--- src/rtl/mix_columns_seq.sv ---
// Sequential AES MixColumns / InvMixColumns engine for one 128-bit state.
// COLS_PER_CYCLE columns are transformed per clock; the result is published only once the whole block is done.
module mix_columns_seq #(
  parameter int COLS_PER_CYCLE = 1
) (
  input  logic         clk,
  input  logic         rst_n,
  input  logic         in_valid,
  output logic         in_ready,
  input  logic [127:0] in_data,
  input  logic         in_dec,
  output logic         out_valid,
  input  logic         out_ready,
  output logic [127:0] out_data,
  output logic         busy
);

  localparam int NBEATS = 4 / COLS_PER_CYCLE;
  localparam logic [1:0] BEAT_LAST = 2'(NBEATS - 1);

  if (COLS_PER_CYCLE != 1 && COLS_PER_CYCLE != 2 && COLS_PER_CYCLE != 4) begin : g_bad_cpc
    $error("mix_columns_seq: COLS_PER_CYCLE must be 1, 2 or 4");
  end

  typedef enum logic [1:0] {IDLE, BUSY, DONE} state_e;

  state_e            state_q, state_d;
  logic [1:0]        beat_q, beat_d;
  logic [3:0][31:0]  data_q, data_d;
  logic              dec_q, dec_d;
  logic [127:0]      out_q, out_d;
  logic              valid_q, valid_d;

  function automatic logic [7:0] xtime(input logic [7:0] b);
    return {b[6:0], 1'b0} ^ (b[7] ? 8'h1b : 8'h00);
  endfunction

  // Every coefficient is a sum of x, 2x, 4x, 8x; row i uses k0..k3 on bytes i..i+3 (mod 4).
  function automatic logic [31:0] mix_col(input logic [31:0] col, input logic dec);
    logic [7:0] a  [4];
    logic [7:0] x2 [4];
    logic [7:0] x4 [4];
    logic [7:0] x8 [4];
    logic [7:0] k0 [4];
    logic [7:0] k1 [4];
    logic [7:0] k2 [4];
    logic [7:0] k3 [4];
    logic [31:0] r;
    r = '0;
    for (int i = 0; i < 4; i++) begin
      a[i]  = col[31-8*i -: 8];
      x2[i] = xtime(a[i]);
      x4[i] = xtime(x2[i]);
      x8[i] = xtime(x4[i]);
      if (dec) begin
        k0[i] = x8[i] ^ x4[i] ^ x2[i];
        k1[i] = x8[i] ^ x2[i] ^ a[i];
        k2[i] = x8[i] ^ x4[i] ^ a[i];
        k3[i] = x8[i] ^ a[i];
      end else begin
        k0[i] = x2[i];
        k1[i] = x2[i] ^ a[i];
        k2[i] = a[i];
        k3[i] = a[i];
      end
    end
    for (int i = 0; i < 4; i++) begin
      r[31-8*i -: 8] = k0[i] ^ k1[(i+1)%4] ^ k2[(i+2)%4] ^ k3[(i+3)%4];
    end
    return r;
  endfunction

  logic [1:0]  col_sel [COLS_PER_CYCLE];
  logic [31:0] col_mix [COLS_PER_CYCLE];

  // Column 0 sits in the top word of data_q, hence the 3-c index.
  for (genvar j = 0; j < COLS_PER_CYCLE; j++) begin : g_col
    assign col_sel[j] = beat_q * 2'(COLS_PER_CYCLE) + 2'(j);
    assign col_mix[j] = mix_col(data_q[2'd3 - col_sel[j]], dec_q);
  end

  always_comb begin
    state_d = state_q;
    beat_d  = beat_q;
    data_d  = data_q;
    dec_d   = dec_q;
    out_d   = out_q;
    valid_d = valid_q;
    case (state_q)
      IDLE: begin
        if (in_valid) begin
          data_d  = in_data;
          dec_d   = in_dec;
          beat_d  = '0;
          state_d = BUSY;
        end
      end
      BUSY: begin
        for (int j = 0; j < COLS_PER_CYCLE; j++) begin
          data_d[2'd3 - col_sel[j]] = col_mix[j];
        end
        beat_d = beat_q + 2'd1;
        if (beat_q == BEAT_LAST) begin
          out_d   = data_d;
          valid_d = 1'b1;
          beat_d  = '0;
          state_d = DONE;
        end
      end
      DONE: begin
        if (out_ready) begin
          valid_d = 1'b0;
          state_d = IDLE;
        end
      end
      default: state_d = IDLE;
    endcase
  end

  always_ff @(posedge clk or negedge rst_n) begin
    if (!rst_n) begin
      state_q <= IDLE;
      beat_q  <= '0;
      data_q  <= '0;
      dec_q   <= 1'b0;
      out_q   <= '0;
      valid_q <= 1'b0;
    end else begin
      state_q <= state_d;
      beat_q  <= beat_d;
      data_q  <= data_d;
      dec_q   <= dec_d;
      out_q   <= out_d;
      valid_q <= valid_d;
    end
  end

  assign in_ready  = (state_q == IDLE);
  assign busy      = (state_q != IDLE);
  assign out_valid = valid_q;
  assign out_data  = out_q;

endmodule

--- config.mk ---
export PLATFORM = sky130hd
export DESIGN_NAME = mix_columns_seq
export DESIGN_NICKNAME = d
export VERILOG_FILES = /design/src/rtl/mix_columns_seq.sv
export SDC_FILE = /design/constraint.sdc
export NUM_CORES = 1
export LEC_CHECK = 0
export ABC_AREA = 1
export BUFFER_PORTS_ARGS = -buffer_cell sky130_fd_sc_hd__buf_2
export CORE_UTILIZATION = 40
export CTS_CLUSTER_SIZE = 14
export DETAILED_ROUTE_END_ITERATION = 12
export GPL_ROUTABILITY_DRIVEN = 0
export GPL_TIMING_DRIVEN = 0
export PLACE_DENSITY = 0.67
export SLEW_MARGIN = 20
export SYNTH_ARGS = -nofsm -noshare
export SYNTH_HDL_FRONTEND = slang
export SYNTH_SLANG_ARGS = --single-unit
--- constraint.sdc ---
create_clock -name clk -period 5.9 [get_ports clk]
set_input_delay 1.18 -clock clk [delete_from_list [all_inputs] [get_ports clk]]
set_output_delay 1.18 -clock clk [all_outputs]
set_load 0.05 [all_outputs]
==> run_results.csv <==
group,metric,value,unit
worst_setup_path,start_kind,"register",
routing,ant_nets,0,
logic_synthesis,synth_most_common_cell,"nand2_1",
place,pre_cts_slack,2.288,ns
run,drv_cap,0,
clock_network,clock_latency,0.59,ns
sta,slew_violations,0,
logic_synthesis,synth_top_area_cell,"dfrtp_1",
sta,hold_violations,0,
logic_synthesis,ys_warn_count,0,
floorplanning,die_w,212.7,um
layout,fillers,4355,
global_routing,grt_pass1_vias,19460,
clock_network,cts_made_buffers,29,
status,outcome,"complete, no violations",
worst_setup_path,crit_fanout,10,
logic_synthesis,ys_async_sr_fraction,1.000,
layout,drive_gt1_frac,0.1639,
logic_synthesis,yosys.cell_types.count,43,
routing,vias,20560,
logic_synthesis,synthFlopType,"dfrtp_1",
clock_network,clock-sinks,262,
sta,tns,0,ns
clock_network,cts_hold_repair.buffers,0,
worst_setup_path,worstPathArrival,4.36,ns
global_routing,overflow,0,
clock_network,clkTransAtPathRegs,0.06,ns
routing,wl,84520,um
worst_setup_path,critPathKind,"reg -> reg",
sta,rsz0062_at_grt,"false",
logic_synthesis,synthTopCellsByCount,"nand2_1 (1,150), nand3_1 (378), dfrtp_1 (262)",
global_routing,antenna_found_initial,3,
logic_synthesis,synth_edf_count,0,
floorplanning,design.core.area,43460,um^2
floorplanning,num_rows,76,
global_routing,grt_max_degree,96,
sta,setup_violations,0,
logic_synthesis,synth_top_area_frac,0.3693,
sta,period_minus_slack,3.857,ns
hold_path,min_path_type,"reg -> reg",
sta,worst_pin_slew,1.198,ns
worst_setup_path,worst_setup_path_end_kind,"register",
logic_synthesis,synth.area.top_cells,"dfrtp_1 (37%), nand2_1 (24%), nand3_1 (11%), xor2_1 (4.4%), inv_1 (2.7%)",
clock_network,postCtsSetupRepairBufs,0,
clock_network,clock_path_buffers,3,
logic_synthesis,ys_ff_latch,262,
global_routing,grt_usage,0.3721,
routing,wl_per_cell,23.97,um
sta,finClkSkew,0.02002,ns
worst_setup_path,crit_required,6.41,ns
place,dpl_cell_area,19900,um^2
routing,drc,0,
layout,finalNetCount,3055,
place,hpwlAfterDp,65070,um
logic_synthesis,synth.net_count,2758,
routing,viasPerCell,5.831,
floorplanning,die-area,45230,um^2
floorplanning,io_pins,264,
clock_network,cts_resized,0,
logic_synthesis,synth_area,17750,um^2
layout,syn_to_final_growth,17.99,%
logic_synthesis,avgSynthCellArea,6.774,um^2
clock_network,cts_tree,"built",
place,port_buffers,263,
logic_synthesis,synthCells,2621,
clock_network,htreeDepth,1,
sta,max_freq,0.2593,GHz
floorplanning,die_y,212.7,um
routing,dr.first_iter.drc_count,3058,
sta,fin_crit_sh,0.6537,
sta,worst_slack,2.043,ns
logic_synthesis,seq_area_frac_synth,0.3693,
routing,dr.pass1.iters,7,
layout,design_area,20950,um^2
floorplanning,initial_core_util,0.4086,
sta,slew-limit-headroom,0.1986,
clock_network,cts_root_buf,"clkbuf_16",
global_routing,grt_pass1_wl,122500,um
[layer usage]
| layer | up-vias | track usage | part of all wire |
|---|---|---|---|
| met3 | 385 | 0.1180 | 0.14 |
| met1 | 9559 | 0.4608 | 0.36 |
| met4 | 4 | 0.2697 | 0.089 |
| li1 | 9013 | - | - |
| met5 | - | 0.002225 | 0.00021 |
| met2 | 1598 | 0.5446 | 0.41 |
[cells by family after synthesis]
group / share of synthesized area
compound gates: 0.08104
xor+xnor: 0.06378
fa+ha+maj: 0.002819
buf+inv: 0.06646
flops: 0.3693
mux: 0.0005638
simple gates: 0.4161
[cell usage in the layout (no fill, tap or decap), types with 2 or more instances in the layout]
cell | netlist | final
nand2_1 | 1150 | 1150
nand3_1 | 378 | 378
buf_2 | 20 | 282
dfrtp_1 | 262 | 262
inv_1 | 126 | 126
xor2_1 | 90 | 90
nor2_1 | 89 | 89
clkbuf_1 | 72 | 78
nand2_2 | 65 | 65
o21ai_1 | 46 | 46
o21ai_0 | 40 | 40
a221oi_1 | 31 | 31
xnor2_1 | 30 | 29
clkbuf_16 | 0 | 29
or2_2 | 22 | 22
a2bb2oi_1 | 22 | 22
inv_2 | 18 | 18
buf_1 | 17 | 17
o211ai_1 | 16 | 16
o21bai_1 | 16 | 16
a22o_1 | 12 | 12
buf_4 | 11 | 11
or2_1 | 10 | 10
buf_6 | 10 | 10
a21oi_1 | 9 | 9
nand3_2 | 9 | 9
clkbuf_8 | 0 | 8
nand3b_1 | 7 | 7
nand4_1 | 6 | 6
a21boi_1 | 6 | 6
bufinv_16 | 0 | 5
a22oi_1 | 4 | 4
o21a_1 | 4 | 4
nand2_4 | 4 | 4
ha_1 | 4 | 4
xnor2_2 | 2 | 3
xor2_2 | 3 | 3
buf_16 | 0 | 3
a21o_1 | 2 | 2
clkinv_4 | 0 | 2
[critical path, stage by stage, from the launching register on]
cell,delay [ns]
dfrtp_1,0.40
buf_4,0.18
inv_4,0.11
buf_2,0.33
nand3_1,0.24
nand2_2,0.24
inv_2,0.10
nand2_1,0.08
nand2_2,0.13
nand2_1,0.11
nand3_1,0.10
o21ai_1,0.12
xor2_1,0.19
xor2_1,0.94
nand2_1,0.17
nand2_1,0.11
nand2_1,0.12
nand2_1,0.09
[metrics by stage]
| stage | hold slack (ns) | utilization | instances |
|---|---|---|---|
| 2_1_floorplan | 0.4705 | - | 2621 |
| 3_5_place_dp | 0.4598 | 0.4578 | 3472 |
| 5_1_grt | 0.4931 | 0.4821 | 3526 |
| 3_3_place_gp | 0.4544 | 0.4557 | 3469 |
| 4_1_cts | 0.4818 | 0.4818 | 3525 |
| 6_report | 0.4783 | 0.4821 | 3526 |
[state kept, by name, indices dropped and copies added (netlist names)]
| register | flops |
|---|---|
| beat_q | 2 |
| data_q | 128 |
| dec_q | 1 |
| out_data | 128 |
| out_valid | 1 |
| state_q | 2 |
[path summary, 6_finish.rpt]
check                              from           end  slack, ns  depth (start not counted)
setup / recovery              beat_q[1]  out_data[40]       2.04                         17
hold / removal             out_data[53]  out_data[53]       0.48                          2
setup reg to reg              beat_q[1]  out_data[40]       2.04                         17
hold reg to reg            out_data[53]  out_data[53]       0.48                          2
max in group asynchronous         rst_n     data_q[0]       4.25                          3
min in group asynchronous         rst_n     out_valid       0.49                          1
[cell type report]
class	instances	area, um^2	area share
antenna	1	2.502	0.0001195
buffer	130	630.6	0.03010
clock buffer	44	862.1	0.04115
clock inverter	9	180.2	0.008601
inverter	146	550.5	0.02628
multi-input combinational	2083	10030	0.4786
sequential	262	6556	0.3130
tap	585	732.0	0.03494
timing repair buffer	266	1409	0.06725
Power is not shown: default switching activity piles up to over one toggle a cycle in this logic, so the estimate is an artifact.
